$ cat src/rtl/arb_mux_reg.sv
// Registered CH-way arbitrating multiplexer with valid/ready on every input and on the output.
// The block picks the source itself (round-robin or fixed priority) and holds the winning word until it is accepted.
module arb_mux_reg #(
  parameter  int N    = 64,
  parameter  int CH   = 4,
  parameter  int PRIO = 0,
  localparam int SELW = $clog2(CH)
) (
  input  logic              clk,
  input  logic              reset,
  input  logic [CH-1:0]     in_valid,
  input  logic [CH*N-1:0]   in_data,
  output logic [CH-1:0]     in_ready,
  output logic              out_valid,
  output logic [N-1:0]      out_data,
  output logic [SELW-1:0]   out_sel,
  input  logic              out_ready
);

  logic            r_out_valid;
  logic [N-1:0]    r_out_data;
  logic [SELW-1:0] r_out_sel;
  logic [SELW-1:0] r_last;

  logic            w_can_load;
  logic            w_grant_any;
  logic [SELW-1:0] w_grant_idx;
  logic            w_accept;

  assign w_can_load = !r_out_valid || out_ready;

  // NOTE: every output of a combinational block gets a default before any
  // conditional assignment, otherwise paths that skip it infer latches.
  always_comb begin
    logic [SELW-1:0] w_cand;
    w_grant_any = 1'b0;
    w_grant_idx = '0;
    w_cand      = '0;
    if (PRIO == 1) begin
      // Walk from the top down so the lowest requesting index is written last.
      for (int i = CH - 1; i >= 0; i--) begin
        if (in_valid[i]) begin
          w_grant_any = 1'b1;
          w_grant_idx = SELW'(i);
        end
      end
    end else begin
      // Offset CH wraps to r_last itself (lowest priority); offset 1 is searched last and so wins.
      for (int k = CH; k >= 1; k--) begin
        w_cand = r_last + SELW'(k);
        if (in_valid[w_cand]) begin
          w_grant_any = 1'b1;
          w_grant_idx = w_cand;
        end
      end
    end
  end

  assign w_accept = w_grant_any && w_can_load && !reset;

  always_comb begin
    in_ready = '0;
    if (w_accept) begin
      in_ready[w_grant_idx] = 1'b1;
    end
  end

  // NOTE: sequential state uses non-blocking assignments so every register
  // samples the pre-edge values, independent of statement order.
  always_ff @(posedge clk) begin
    if (reset) begin
      r_out_valid <= 1'b0;
      r_out_data  <= '0;
      r_out_sel   <= '0;
      r_last      <= SELW'(CH - 1);
    end else if (w_accept) begin
      r_out_valid <= 1'b1;
      r_out_data  <= in_data[w_grant_idx*N +: N];
      r_out_sel   <= w_grant_idx;
      r_last      <= w_grant_idx;
    end else if (r_out_valid && out_ready) begin
      r_out_valid <= 1'b0;
    end
  end

  assign out_valid = r_out_valid;
  assign out_data  = r_out_data;
  assign out_sel   = r_out_sel;

endmodule
$ cat config.mk
export PLATFORM = sky130hd
export DESIGN_NAME = arb_mux_reg
export DESIGN_NICKNAME = d
export VERILOG_FILES = /design/src/rtl/arb_mux_reg.sv
export SDC_FILE = /design/constraint.sdc
export NUM_CORES = 1
export LEC_CHECK = 0
export BUFFER_PORTS_ARGS = -buffer_cell sky130_fd_sc_hd__buf_2
export CAP_MARGIN = 20
export CORE_AREA = 4 4 126 128
export CTS_BUF_LIST = sky130_fd_sc_hd__clkbuf_16
export DETAILED_ROUTE_END_ITERATION = 8
export DIE_AREA = 0 0 130 132
export PLACE_DENSITY = 0.73
export SYNTH_ARGS = -nofsm -noshare
export SYNTH_HDL_FRONTEND = slang
export SYNTH_SLANG_ARGS = --single-unit
export TNS_END_PERCENT = 50
$ cat constraint.sdc
create_clock -name clk -period 5.8 [get_ports clk]
set_input_delay 0.58 -clock clk [delete_from_list [all_inputs] [get_ports clk]]
set_output_delay 0.58 -clock clk [all_outputs]
set_load 0.1 [all_outputs]
# Word level (Yosys, flattened, before mapping)
# Index checks and enable logic that the tools add are counted.
# totals
register_bits	69
latch_bits	0
ram_bits	0
mem_bits_ro	0
output_inout_bits	71
elab_cells	43
n_memories	0
# op_classes
addsub	3
n_mul	0
div	0
n_lt_le_gt_ge	6
eq_ne	0
n_shift	1
n_mux	21
n_bitwise	0
n_reduce_logical	8
# ops
cell	n
$shiftx 256x9->64	1
$lt 2x3->1 const B	5
$mux 1	11
$bmux 1 s2	4
$mux 2	4
$add 2x2->2 const B	2
$logic_and 1x1->1	4
$mux 4	1
$add 2x1->2 const B	1
$demux 1 s2	1
$ge 2x1->1 const B	1
$logic_not 1->1	2
$reduce_bool 2->1	1
$logic_or 1x1->1	1

# Longest topological paths before layout
# logic_depth
word_depth	11
depth_mapped	8
mapped_depth_nobuf	5

# Worst setup path after synthesis
# No wires, ideal clock.
# synth_path
kind	reg-to-output
start	register r_out_valid (netlist: out_valid)
end	output in_ready[3]
arrival_ns	3.031
t_required_ns	5.220
path_slack_ns	2.189
stages_incl_launch_ff	7
path_cell_list	dfxtp_1 -> nor2b_1 -> nor3_1 -> clkbuf_1 -> clkbuf_1 -> nand2_1 -> nor2_1
# synth_via
elab_chain_cells	5
# synth_lines
element	line_no	source
from (decl)	20	logic r_out_valid;
from (signal assigned)	72	r_out_valid <= 1'b0;
from (signal assigned)	77	r_out_valid <= 1'b1;
from (signal assigned)	82	r_out_valid <= 1'b0;
$logic_not 1->1	30	assign w_can_load = !r_out_valid || out_ready;
$logic_or 1x1->1	30	
$logic_and 1x1->1 (2 in series)	59	assign w_accept = w_grant_any && w_can_load && !reset;
$mux 4	63	if (w_accept) begin
to (decl)	13	output logic [CH-1:0] in_ready,
# Every way passes these cells.

# Worst setup path in the final report
# layout_path
start	register r_last[1]
end	output in_ready[0]
# layout_via
elab_chain_cells	11
word_cells_on_any_way	27
classes_between	add/sub: 3; order compare: 2; mux: 19; reduce/logical: 3
# layout_lines
element	line_no	source
from (decl)	23	logic [SELW-1:0] r_last;
from (signal assigned)	75	r_last <= SELW'(CH - 1);
from (signal assigned)	80	r_last <= w_grant_idx;
$add 2x2->2 or $bmux 1 s2 (tied branches)	50, 51	
$bmux 1 s2 or $mux 1 (tied branches)	51	if (in_valid[w_cand]) begin
$mux 1 (implied by the code) or $mux 2 (tied branches)	51	
$mux 2 (3 in series)	51	
$lt 2x3->1 (implied by the code) or $ge 2x1->1 (tied branches)	64	in_ready[w_grant_idx] = 1'b1;
$logic_and 1x1->1 (implied by the code)	64	
$mux 1 (implied by the code)	64	
$demux 1 s2	64	
$mux 4 *	63	
# Mark *: on every way between the ends. The rest lies on a longest branch, timed or not. The select of a mux whose other input is x is not followed.

==> run summary <==
status - complete, no violations
min Tclk post-route - 3480 ps
IR drop worst, VDD - 0.000208 V
clock-pin slew on the worst setup and hold paths - 50 ps
CP Cell Sequence - o21ai_0, o221a_4, nor3_4, buf_4, and2_1, buf_2
Final Hold Vio Count - 0
Final setup viols - 0
Max Slew Vio Count - 0
clk root buf - clkbuf_16
clk_lat worst skew - 340 ps
Routed Antenna Nets - 0
yosys warns - 0
relative slew slack - 0.436
worst min-delay path class - reg -> reg
ys flop type - dfxtp_1
vias - 5053
Wirelength per Cell - 16.4 um
number of global-route vias before repair - 4789
first-pass GRT wire length - 23600 um
number of synthesized flops with an enable pin - 0
Mapped Cells - 480
Area growth syn-to-layout - 43.3%
DP HPWL - 11800 um
Initial Util - 0.309
fmax - 287 MHz
Leak - 3.24 nW
Req. time, crit path - 5220 ps
DRC viols - 0
post-DR vias/cell - 5.21
Pwr Density - 347 nW/um^2
Pre-Repair DR Iteration Count - 7
Gates resized, CTS repair - 0
worst reg2reg path startpoint - r_last[0]
CTS Hold Bufs - 0
slowest stage cell, crit path - buf_4
die extent in x - 130 um
Worst setup EP type - output port
Vert. Die Dim - 132 um
Tcrit/Tclk final - 0.600
area leader, netlist - dfxtp_1
Setup CP Type - reg -> out
ys async rst share - 0
unrepaired setup endpoints after global routing - no
Total GRT Usage - 0.171
initial antenna violation count - 1
Synth Register Bits - 69
fillcell total - 1504
CP Launch Point - r_last[1]
Post-Syn Area - 4590 um^2
max incr delay on CP - 580 ps
synth top area cells - dfxtp_1 30%, mux2i_1 15%, mux2_2 14%, a221o_1 14%, nand3_1 14%
CTS tree - yes
Placer Congestion - 0.841
worst slew pin tran - 846 ps
Critical Path AT - 2900 ps
FP Rows - 45
Core Region - 14900 um^2
Synth cell types - 31
Final Power - 2.28 mW
drt first-iter violations - 195
hold slack - 480 ps
total wire length - 15900 um
htree depth - 3
postcts setup bufs - 0
proportion of layout cells with a drive suffix above 1 - 0.540
Synthesized Nets - 743
grt total ovfl - 0
CP Launch Type - register
sequential area share after synthesis - 0.301
PortBufs - 333
Mean Syn Cell Area - 9.56 um^2
clock buffer depth - 2
Clock Skew - 12.8 ps
Die Area - 17200 um^2
CTS Sinks - 69
pin count of the biggest net entering global routing - 71
setup TNS - 0 ps
Final #Nets - 1038
Max Cap Viol - 0
total CTS buffers - 9
IO Pins - 334
worst hold start - out_data[31]
Crit Path Max Fanout - 70
top-area cell type share of the netlist area - 0.301
-- synth_stat cells, drive strengths merged, types with 2 or more instances --
master,number
mux2,62
a221o,62
nand2,2
nor3,5
nand3,124
nor2,8
and2,3
a21oi,3
dfxtp,69
clkbuf,39
mux2i,67
nand2b,5
nor2b,3
buf,17
-- path summary, 6_finish.rpt --
kind                                     end  slack [ps]  cells after the start
worst max-delay path             in_ready[0]        2320                      6
worst min-delay path            out_data[31]         480                      1
worst max register to register  out_data[44]        3110                      6
worst min register to register  out_data[31]         480                      1
-- metrics by stage --
stage	cell area (um^2)	utilization	std cells	setup WS [ps]
finish	6580	0.443	969	2320
global placement	6240	0.420	952	2370
CTS	6580	0.443	968	2250
detailed placement	6240	0.420	952	2340
floorplan	4590	-	480	2190
global route	6580	0.443	969	2080
-- per-layer routing --
metal,wire (um),track usage,part of all wire
met1,6250,0.203,0.39
met2,7550,0.285,0.47
met3,1660,0.0502,0.10
met4,437,0.0687,0.027
met5,0,0,0
-- registers in the layout, summed over array words and instances, names as in the netlist --
register   count
out_data      64
r_last         2
out_sel        2
out_valid      1
-- cell usage in the layout (no fill, tap or decap), drive strengths merged, types with 5 or more instances in the layout --
master	Yosys	routed
a221o	62	62
buf	17	340
clkbuf	39	9
dfxtp	69	69
mux2	62	62
mux2i	67	67
nand2b	5	5
nand3	124	124
nor2	8	8
nor3	5	5
-- critical path, delay by kind of cell, from the launching register on --
family                 cells  cell delay [ps]
buffers and inverters      2             1010
AOI/OAI and AO/OA          2              670
and+or+nand+nor            2              460
DFF                        1              410
-- cells by family (layout without fill, tap and decap cells) --
logic type,after synthesis,after routing,share of synthesized area
AO/OA/AOI/OAI,72,72,0.151
buffers and inverters,56,356,0.0758
flip-flops,69,69,0.301
multiplexers,129,129,0.298
other,0,1,0
AND/OR/NAND/NOR,154,154,0.174
-- power breakdown --
| part | internal, mW | switching (mW) | total, mW |
|---|---|---|---|
| clock | 0.419 | 0.216 | 0.634 |
| sequential | 0.547 | 0.0385 | 0.585 |
| combinational | 0.285 | 0.779 | 1.06 |
| total | 1.25 | 1.03 | 2.28 |
-- area by class of cell --
type                       instances  area (um^2)  share of cell area
timing repair buffer             340         1730               0.263
antenna                            1         2.50            0.000380
sequential                        69         1380               0.210
tap                              188          235              0.0357
clock buffer                       9          225              0.0342
clock inverter                     7          115              0.0175
multi-input combinational        355         2890               0.439
Power figures use the tool's default switching activity.
